===== src/rtl/uart_pkg.sv =====
// -----------------------------------------------------------------------------
// uart_pkg
// Shared definitions for the UART receiver and its transmitter sibling:
//   - rx_state_e   : receiver FSM states
//   - PARITY_*     : parity mode encodings for the PARITY parameter
//   - clog2()      : counter width helper, never returns less than 1
// -----------------------------------------------------------------------------
package uart_pkg;

   typedef enum logic [2:0] {
      StIdle,
      StStart,
      StData,
      StPar,
      StStop,
      StCommit
   } rx_state_e;

   localparam int unsigned PARITY_NONE = 0;
   localparam int unsigned PARITY_ODD  = 1;
   localparam int unsigned PARITY_EVEN = 2;

   // Bits needed to hold 0..value-1; minimum 1 so DIV=1 still gets a vector.
   function automatic int unsigned clog2(input int unsigned value);
      int unsigned w;
      w = 1;
      while ((32'd1 << w) < value) w = w + 1;
      return w;
   endfunction

endpackage


===== src/rtl/uart_baud_tick.sv =====
// -----------------------------------------------------------------------------
// uart_baud_tick
// Free-running divider: counts 0..DIV-1 and asserts o_tick on the last count.
// i_clr restarts the count so the tick phase can be aligned to an event.
// Ports:
//   clk     in  system clock
//   rst_n   in  asynchronous active-low reset
//   i_clr   in  synchronous clear of the divider count
//   o_tick  out one-cycle pulse each time the count wraps
// -----------------------------------------------------------------------------
module uart_baud_tick
   import uart_pkg::*;
#(
   parameter int unsigned DIV = 1
) (
   input  logic clk,
   input  logic rst_n,
   input  logic i_clr,
   output logic o_tick
);

   localparam int unsigned    CW   = clog2(DIV);
   localparam logic [CW-1:0]  LAST = CW'(DIV - 1);

   logic [CW-1:0] r_cnt;

   always_ff @(posedge clk or negedge rst_n) begin
      if (!rst_n) begin
         r_cnt <= '0;
      end else if (i_clr || (r_cnt == LAST)) begin
         r_cnt <= '0;
      end else begin
         r_cnt <= r_cnt + 1'b1;
      end
   end

   assign o_tick = (r_cnt == LAST);

endmodule


===== src/rtl/uart_rx_os.sv =====
// -----------------------------------------------------------------------------
// uart_rx_os
// Oversampling UART receiver with configurable data width, parity and stop
// bits. Received words are presented on a valid/ready handshake together with
// parity and framing flags; a frame finishing while the previous word is still
// unaccepted is dropped and reported with a one-cycle overrun pulse.
// Optional build macro: UART_RX_MAJORITY_EN -- each bit is the 2-of-3 vote of
// the line at ticks mid-1, mid, mid+1 (decided at mid+1) instead of a single
// sample at mid.
// Ports:
//   clk        in  system clock
//   rst_n      in  asynchronous active-low reset
//   rx_in      in  asynchronous serial line, idle high
//   data_out   out received word, LSB received first
//   valid      out data_out and flags valid, held until accepted
//   ready      in  consumer accepts when valid && ready
//   parity_err out parity mismatch for the word in data_out
//   frame_err  out a stop bit was sampled low for that word
//   overrun    out one-cycle pulse when a completed frame is dropped
//   busy       out receiver is not idle
// -----------------------------------------------------------------------------
module uart_rx_os
   import uart_pkg::*;
#(
   parameter int unsigned CLOCK_FREQ = 16000000,
   parameter int unsigned BAUD       = 9600,
   parameter int unsigned OVERSAMPLE = 16,
   parameter int unsigned WIDTH      = 8,
   parameter int unsigned PARITY     = 0,
   parameter int unsigned STOP_BITS  = 1
) (
   input  logic             clk,
   input  logic             rst_n,
   input  logic             rx_in,
   output logic [WIDTH-1:0] data_out,
   output logic             valid,
   input  logic             ready,
   output logic             parity_err,
   output logic             frame_err,
   output logic             overrun,
   output logic             busy
);

   localparam int unsigned DIV = CLOCK_FREQ / (BAUD * OVERSAMPLE);
   localparam int unsigned OSW = clog2(OVERSAMPLE);
   localparam int unsigned BCW = clog2(WIDTH + 1);
`ifdef UART_RX_MAJORITY_EN
   localparam int unsigned SAMPLE_PT = OVERSAMPLE / 2;
`else
   localparam int unsigned SAMPLE_PT = OVERSAMPLE / 2 - 1;
`endif
   // Start bit is judged at the sample point counted from the edge; every
   // later bit is judged a full bit period after the previous decision.
   localparam logic [OSW-1:0] START_PT  = OSW'(SAMPLE_PT);
   localparam logic [OSW-1:0] BIT_PT    = OSW'(OVERSAMPLE - 1);
   localparam logic [BCW-1:0] LAST_DATA = BCW'(WIDTH - 1);
   localparam logic [BCW-1:0] LAST_STOP = BCW'(STOP_BITS - 1);

   logic             r_sync1, r_sync2, r_rx_prev;
   rx_state_e        r_state;
   logic [OSW-1:0]   r_os_cnt;
   logic [BCW-1:0]   r_bit_cnt;
   logic [WIDTH-1:0] r_shift;
   logic             r_par, r_pe, r_fe;

   logic w_rx_s, w_fall, w_tick, w_clr, w_sample, w_bit;

   assign w_rx_s = r_sync2;
   assign w_fall = r_rx_prev & ~w_rx_s;
   assign w_clr  = (r_state == StIdle) && w_fall;
   assign w_sample = w_tick &&
                     (r_os_cnt == ((r_state == StStart) ? START_PT : BIT_PT));

   always_ff @(posedge clk or negedge rst_n) begin
      if (!rst_n) begin
         r_sync1   <= 1'b1;
         r_sync2   <= 1'b1;
         r_rx_prev <= 1'b1;
      end else begin
         r_sync1   <= rx_in;
         r_sync2   <= r_sync1;
         r_rx_prev <= r_sync2;
      end
   end

`ifdef UART_RX_MAJORITY_EN
   // Line values at the two ticks preceding the decision tick.
   logic [1:0] r_vote;

   always_ff @(posedge clk or negedge rst_n) begin
      if (!rst_n) begin
         r_vote <= 2'b11;
      end else if (w_tick) begin
         r_vote <= {r_vote[0], w_rx_s};
      end
   end

   assign w_bit = (r_vote[1] & r_vote[0]) | (r_vote[1] & w_rx_s) | (r_vote[0] & w_rx_s);
`else
   assign w_bit = w_rx_s;
`endif

   uart_baud_tick #(
      .DIV (DIV)
   ) u_baud_tick (
      .clk    (clk),
      .rst_n  (rst_n),
      .i_clr  (w_clr),
      .o_tick (w_tick)
   );

   always_ff @(posedge clk or negedge rst_n) begin
      if (!rst_n) begin
         r_state    <= StIdle;
         r_os_cnt   <= '0;
         r_bit_cnt  <= '0;
         r_shift    <= '0;
         r_par      <= 1'b0;
         r_pe       <= 1'b0;
         r_fe       <= 1'b0;
         data_out   <= '0;
         valid      <= 1'b0;
         parity_err <= 1'b0;
         frame_err  <= 1'b0;
         overrun    <= 1'b0;
      end else begin
         overrun <= 1'b0;
         if (valid && ready) valid <= 1'b0;

         if ((r_state != StIdle) && (r_state != StCommit) && w_tick) begin
            r_os_cnt <= w_sample ? '0 : r_os_cnt + 1'b1;
         end

         unique case (r_state)
            StIdle: begin
               // Edge-triggered: a line held low (break) never restarts.
               if (w_fall) begin
                  r_os_cnt  <= '0;
                  r_bit_cnt <= '0;
                  r_par     <= 1'b0;
                  r_pe      <= 1'b0;
                  r_fe      <= 1'b0;
                  r_state   <= StStart;
               end
            end
            StStart: begin
               if (w_sample) r_state <= w_bit ? StIdle : StData;
            end
            StData: begin
               if (w_sample) begin
                  r_shift <= {w_bit, r_shift[WIDTH-1:1]};
                  r_par   <= r_par ^ w_bit;
                  if (r_bit_cnt == LAST_DATA) begin
                     r_bit_cnt <= '0;
                     r_state   <= (PARITY != PARITY_NONE) ? StPar : StStop;
                  end else begin
                     r_bit_cnt <= r_bit_cnt + 1'b1;
                  end
               end
            end
            StPar: begin
               if (w_sample) begin
                  r_pe    <= (PARITY == PARITY_EVEN) ? (r_par ^ w_bit) : ~(r_par ^ w_bit);
                  r_state <= StStop;
               end
            end
            StStop: begin
               if (w_sample) begin
                  if (!w_bit) r_fe <= 1'b1;
                  if (r_bit_cnt == LAST_STOP) begin
                     r_bit_cnt <= '0;
                     r_state   <= StCommit;
                  end else begin
                     r_bit_cnt <= r_bit_cnt + 1'b1;
                  end
               end
            end
            StCommit: begin
               // Accepting in this same cycle frees the slot for the new word.
               if (!valid || ready) begin
                  data_out   <= r_shift;
                  parity_err <= r_pe;
                  frame_err  <= r_fe;
                  valid      <= 1'b1;
               end else begin
                  overrun <= 1'b1;
               end
               r_state <= StIdle;
            end
            default: r_state <= StIdle;
         endcase
      end
   end

   assign busy = (r_state != StIdle);

endmodule

===== config.mk =====
export PLATFORM = sky130hd
export DESIGN_NAME = uart_rx_os
export DESIGN_NICKNAME = d
export VERILOG_FILES = /design/src/rtl/uart_pkg.sv /design/src/rtl/uart_baud_tick.sv /design/src/rtl/uart_rx_os.sv
export SDC_FILE = /design/constraint.sdc
export NUM_CORES = 1
export LEC_CHECK = 0
export ABC_AREA = 1
export CELL_PAD_IN_SITES_DETAIL_PLACEMENT = 0
export CELL_PAD_IN_SITES_GLOBAL_PLACEMENT = 2
export CORE_UTILIZATION = 38
export DETAILED_ROUTE_END_ITERATION = 16
export GPL_TIMING_DRIVEN = 0
export PLACE_DENSITY = 0.84
export SLEW_MARGIN = 20
export SYNTH_ARGS = -nofsm -noshare
export SYNTH_HDL_FRONTEND = slang
export SYNTH_SLANG_ARGS = --single-unit

===== constraint.sdc =====
create_clock -name clk -period 4.2 [get_ports clk]
set_clock_uncertainty 0.05 [all_clocks]
set_input_delay 0.42 -clock clk [delete_from_list [all_inputs] [get_ports clk]]
set_output_delay 0.42 -clock clk [all_outputs]
set_load 0.02 [all_outputs]

==> key figures <==
Yosys
  – Synthesis-stage register bit count: 44
  – Netlist Area Pre-Place: slightly above 2000 um2
  – Syn Inst Count: about 230
  – Yosys cell types: 29
  – Mapped Avg Cell Area: around 8.8 um2
  – Seq/Total Area, Yosys: 0.541
  – Syn. warnings: 0
  – Synthesized Nets: 240

Floorplan
  – Die area: ~5700 um2
  – Chip height: ~75 um
  – Core Box Area: 5140 um2
  – # rows: 26
  – Initial Util: 0.397
  – Die Wd: 75.3 um
  – # IOs: 17

Pwr
  – Psw: 0.436 mW
  – PD cells: a little under 500 nW/um2
  – Logic gate share of total power: 0.327
  – Sequential share of power: 0.449
  – Switching share of power: 0.372
  – Leakage Power: about 1.2 nW
  – Clock Power Share: 0.224
  – Worst vdd ir: roughly 0.24 mV
  – Internal power: about 0.73 mW

CTS
  – Clock buffer depth: 2
  – TritonCTS Buffers: 5
  – Setup bufs post-CTS: 0
  – Worst-Skew Late Latency: 290 ps
  – Sink Count: 44
  – CTS clk-pin slew, worst paths: 80 ps
  – CTS resizes: 0
  – CTS tree: built
  – Clock root cell: clkbuf_8
  – Number of hold buffers added after cts: 1
  – H-tree depth: 2

Drt
  – Drt wl/cell: 11.2 um
  – Vias per cell: ~4.5
  – Antenna viol nets, final: 0
  – Met3 Wirelength: around 110 um
  – Initial DRC Count: 89
  – Metal-1 WL: about 1800 um
  – Highest Signal Layer: met4
  – Via Count: 1484
  – First-pass DRT Iterations: 4
  – DRC Markers: 0
  – Met2 wire len: 1740 um
  – Total wire length: ~3700 um

STA
  – Final min period: ~2300 ps
  – Endpoints failing setup: 0
  – Actual slew at the worst max-slew pin: between 400 and 500 ps
  – RSZ-0062 raised after global routing: false
  – Setup_tns: 0 ps
  – Rel. slew slack: 0.704
  – Fmax achieved: approximately 440 MHz
  – Fin. max-slew vios: 0
  – Hold slack: 310 ps
  – Hold Vio Cnt, Final: 0
  – Final period util: 0.541

Critical path
  – Top delay family on crit path: buffers and inverters
  – CP Data Arrival Time: between 1500 and 2000 ps
  – Crit path max fanout: 6
  – Cell depth of the worst setup path: 3
  – Crit path kind: flop to primary output
  – Slowest cell on the critical path: clkdlybuf4s50_1
  – Crit end category: primary output
  – CP peak stage delay: about 580 ps
  – Buf+Inv Stages, Crit Path: 1
  – Startpoint types: flop
  – CP required: 3730 ps
  – R2R depth: 8
  – Sequence of cells on the critical path: nor2_1 -> nand2_1 -> clkdlybuf4s50_1

Min path
  – Hold WC Path Type: flop to flop
  – Hold path depth: 0

Finish
  – Post-Layout Inst Area: 2400 um2
  – Finished Core Util: 0.467
  – Layout net count: approximately 270
  – Share of cells above drive strength 1: 0.116
  – Ant diodes: 0
  – Layout overhead on the synthesized area: 17.6%
  – FILL cells: between 500 and 600
  – Sequential cell area: between 1000 and 1500 um2
  – Multi-input gate area: 798 um2

Placed design
  – DP Wirelength: 2640 um
  – Placed cell area: ~2300 um2
  – RePlAce Congestion: 0.733
  – PortBufs: 16

Global routing
  – Pin count of the biggest net entering global routing: 30
  – Initial antenna violation count: 0
  – First-pass GRT wire length: about 6200 um
  – Vias in the first global route: 1369
  – Remaining Overflow, GRT: 0
  – GRT Resource Usage Total: 0.148

Run
  – MaxCap Viol Count: 0

Status
  – Status: finished clean
placed cells by master (no fill, tap or decap):
master           synthesis  routed
nand2_1                 59      59
dfrtp_1                 41      41
inv_1                   30      30
nor2_1                  22      22
clkdlybuf4s50_1          0      15
o21ai_0                 14      14
nand3_1                 14      14
o21ai_1                  8       8
nand2_2                  5       5
a21oi_1                  5       5
nor3_1                   5       5
clkbuf_8                 0       5
ha_1                     4       4
xor2_1                   3       3
mux2_2                   3       3
dfstp_2                  3       3
nor3b_1                  2       2
clkinv_2                 0       2
nor2_2                   1       1
inv_2                    1       1
nor2_8                   1       1
nand2_4                  1       1
and3_1                   1       1
nand3_4                  1       1
buf_4                    1       1
clkbuf_1                 1       1
a21oi_4                  1       1
buf_6                    1       1
a21oi_2                  1       1
nand4_1                  1       1
o21a_1                   1       1
nand3b_1                 1       1
clkinv_4                 0       1
dlygate4sd3_1            0       1
buf_2                    0       1
buf_12                   0       1
registers in the layout, indices dropped and copies added, names as in the netlist:
| register | count |
|---|---|
| u_baud_tick.r_cnt | 7 |
| r_shift | 8 |
| valid | 1 |
| r_sync1 | 1 |
| r_rx_prev | 1 |
| r_fe | 1 |
| r_state | 3 |
| r_bit_cnt | 4 |
| data_out | 8 |
| overrun | 1 |
| r_sync2 | 1 |
| r_par | 1 |
| frame_err | 1 |
| parity_err | 1 |
| r_pe | 1 |
| r_os_cnt | 4 |
cells by family after synthesis:
kind of cell | after synthesis | share of synthesized area
AND/OR/NAND/NOR | 114 | 0.255
flip-flops | 44 | 0.541
buffers and inverters | 34 | 0.0680
AO/OA/AOI/OAI | 30 | 0.0821
adder cells (fa/ha/maj) | 4 | 0.0245
XOR/XNOR | 3 | 0.0129
multiplexers | 3 | 0.0165
routing by layer:
metal	GRT usage	vias up
met5	0	-
met4	0.0494	0
met2	0.237	19
li1	-	785
met3	0.0317	2
met1	0.202	678
worst paths after layout:
check	from	end	slack [ps]
hold reg to reg	r_sync1	r_sync2	310
hold / removal	r_sync1	r_sync2	310
setup reg to reg	u_baud_tick.r_cnt[0]	r_os_cnt[3]	2460
min in group asynchronous	rst_n	u_baud_tick.r_cnt[6]	540
max in group asynchronous	rst_n	r_sync1	3000
setup / recovery	r_state[0]	busy	1930
worst reg2reg max path: stages (launching register included):
cell and delay, ps:
dfrtp_1 380, ha_1 170, nand2_1 100, nor2_1 120, nand2_2 120, nor2_1 240, inv_1 130, o21ai_0 240
nor2_1 80
per-stage QoR:
stage,setup slack (ps),power [mW],instances
after global placement,1400,0.924,318
after detailed placement,2160,0.924,319
after global routing,1810,1.25,328
after CTS,1890,1.19,328
final,1930,1.17,328
after floorplan,2630,0.808,232
power by group through the flow:
stage	sequential, mW	combinational [mW]	clock, mW
6_report	0.525	0.382	0.262
5_1_grt	0.533	0.428	0.293
4_1_cts	0.526	0.391	0.275
3_5_place_dp	0.534	0.390	0
3_3_place_gp	0.533	0.391	0
2_1_floorplan	0.530	0.278	0
cell usage after synthesis:
master | count | area (um2)
a21oi_1 | 5 | 25.0
a21oi_2 | 1 | 8.76
a21oi_4 | 1 | 16.3
and3_1 | 1 | 6.26
buf_4 | 1 | 7.51
buf_6 | 1 | 11.3
clkbuf_1 | 1 | 3.75
dfrtp_1 | 41 | 1030
dfstp_2 | 3 | 78.8
ha_1 | 4 | 50.1
inv_1 | 30 | 113
inv_2 | 1 | 3.75
mux2_2 | 3 | 33.8
nand2_1 | 59 | 221
nand2_2 | 5 | 31.3
nand2_4 | 1 | 11.3
nand3_1 | 14 | 70.1
nand3_4 | 1 | 17.5
nand3b_1 | 1 | 7.51
nand4_1 | 1 | 6.26
nor2_1 | 22 | 82.6
nor2_2 | 1 | 6.26
nor2_8 | 1 | 20.0
nor3_1 | 5 | 25.0
nor3b_1 | 2 | 15.0
o21a_1 | 1 | 7.51
o21ai_0 | 14 | 70.1
o21ai_1 | 8 | 40.0
xor2_1 | 3 | 26.3
area by class of cell:
class	instances	share of cell area
buffer	3	0.00938
clock buffer	5	0.0286
clock inverter	3	0.00781
inverter	31	0.0484
multi-input combinational	154	0.332
sequential	44	0.460
tap	70	0.0365
timing repair buffer	18	0.0771
(Power assumes the default switching activity.)
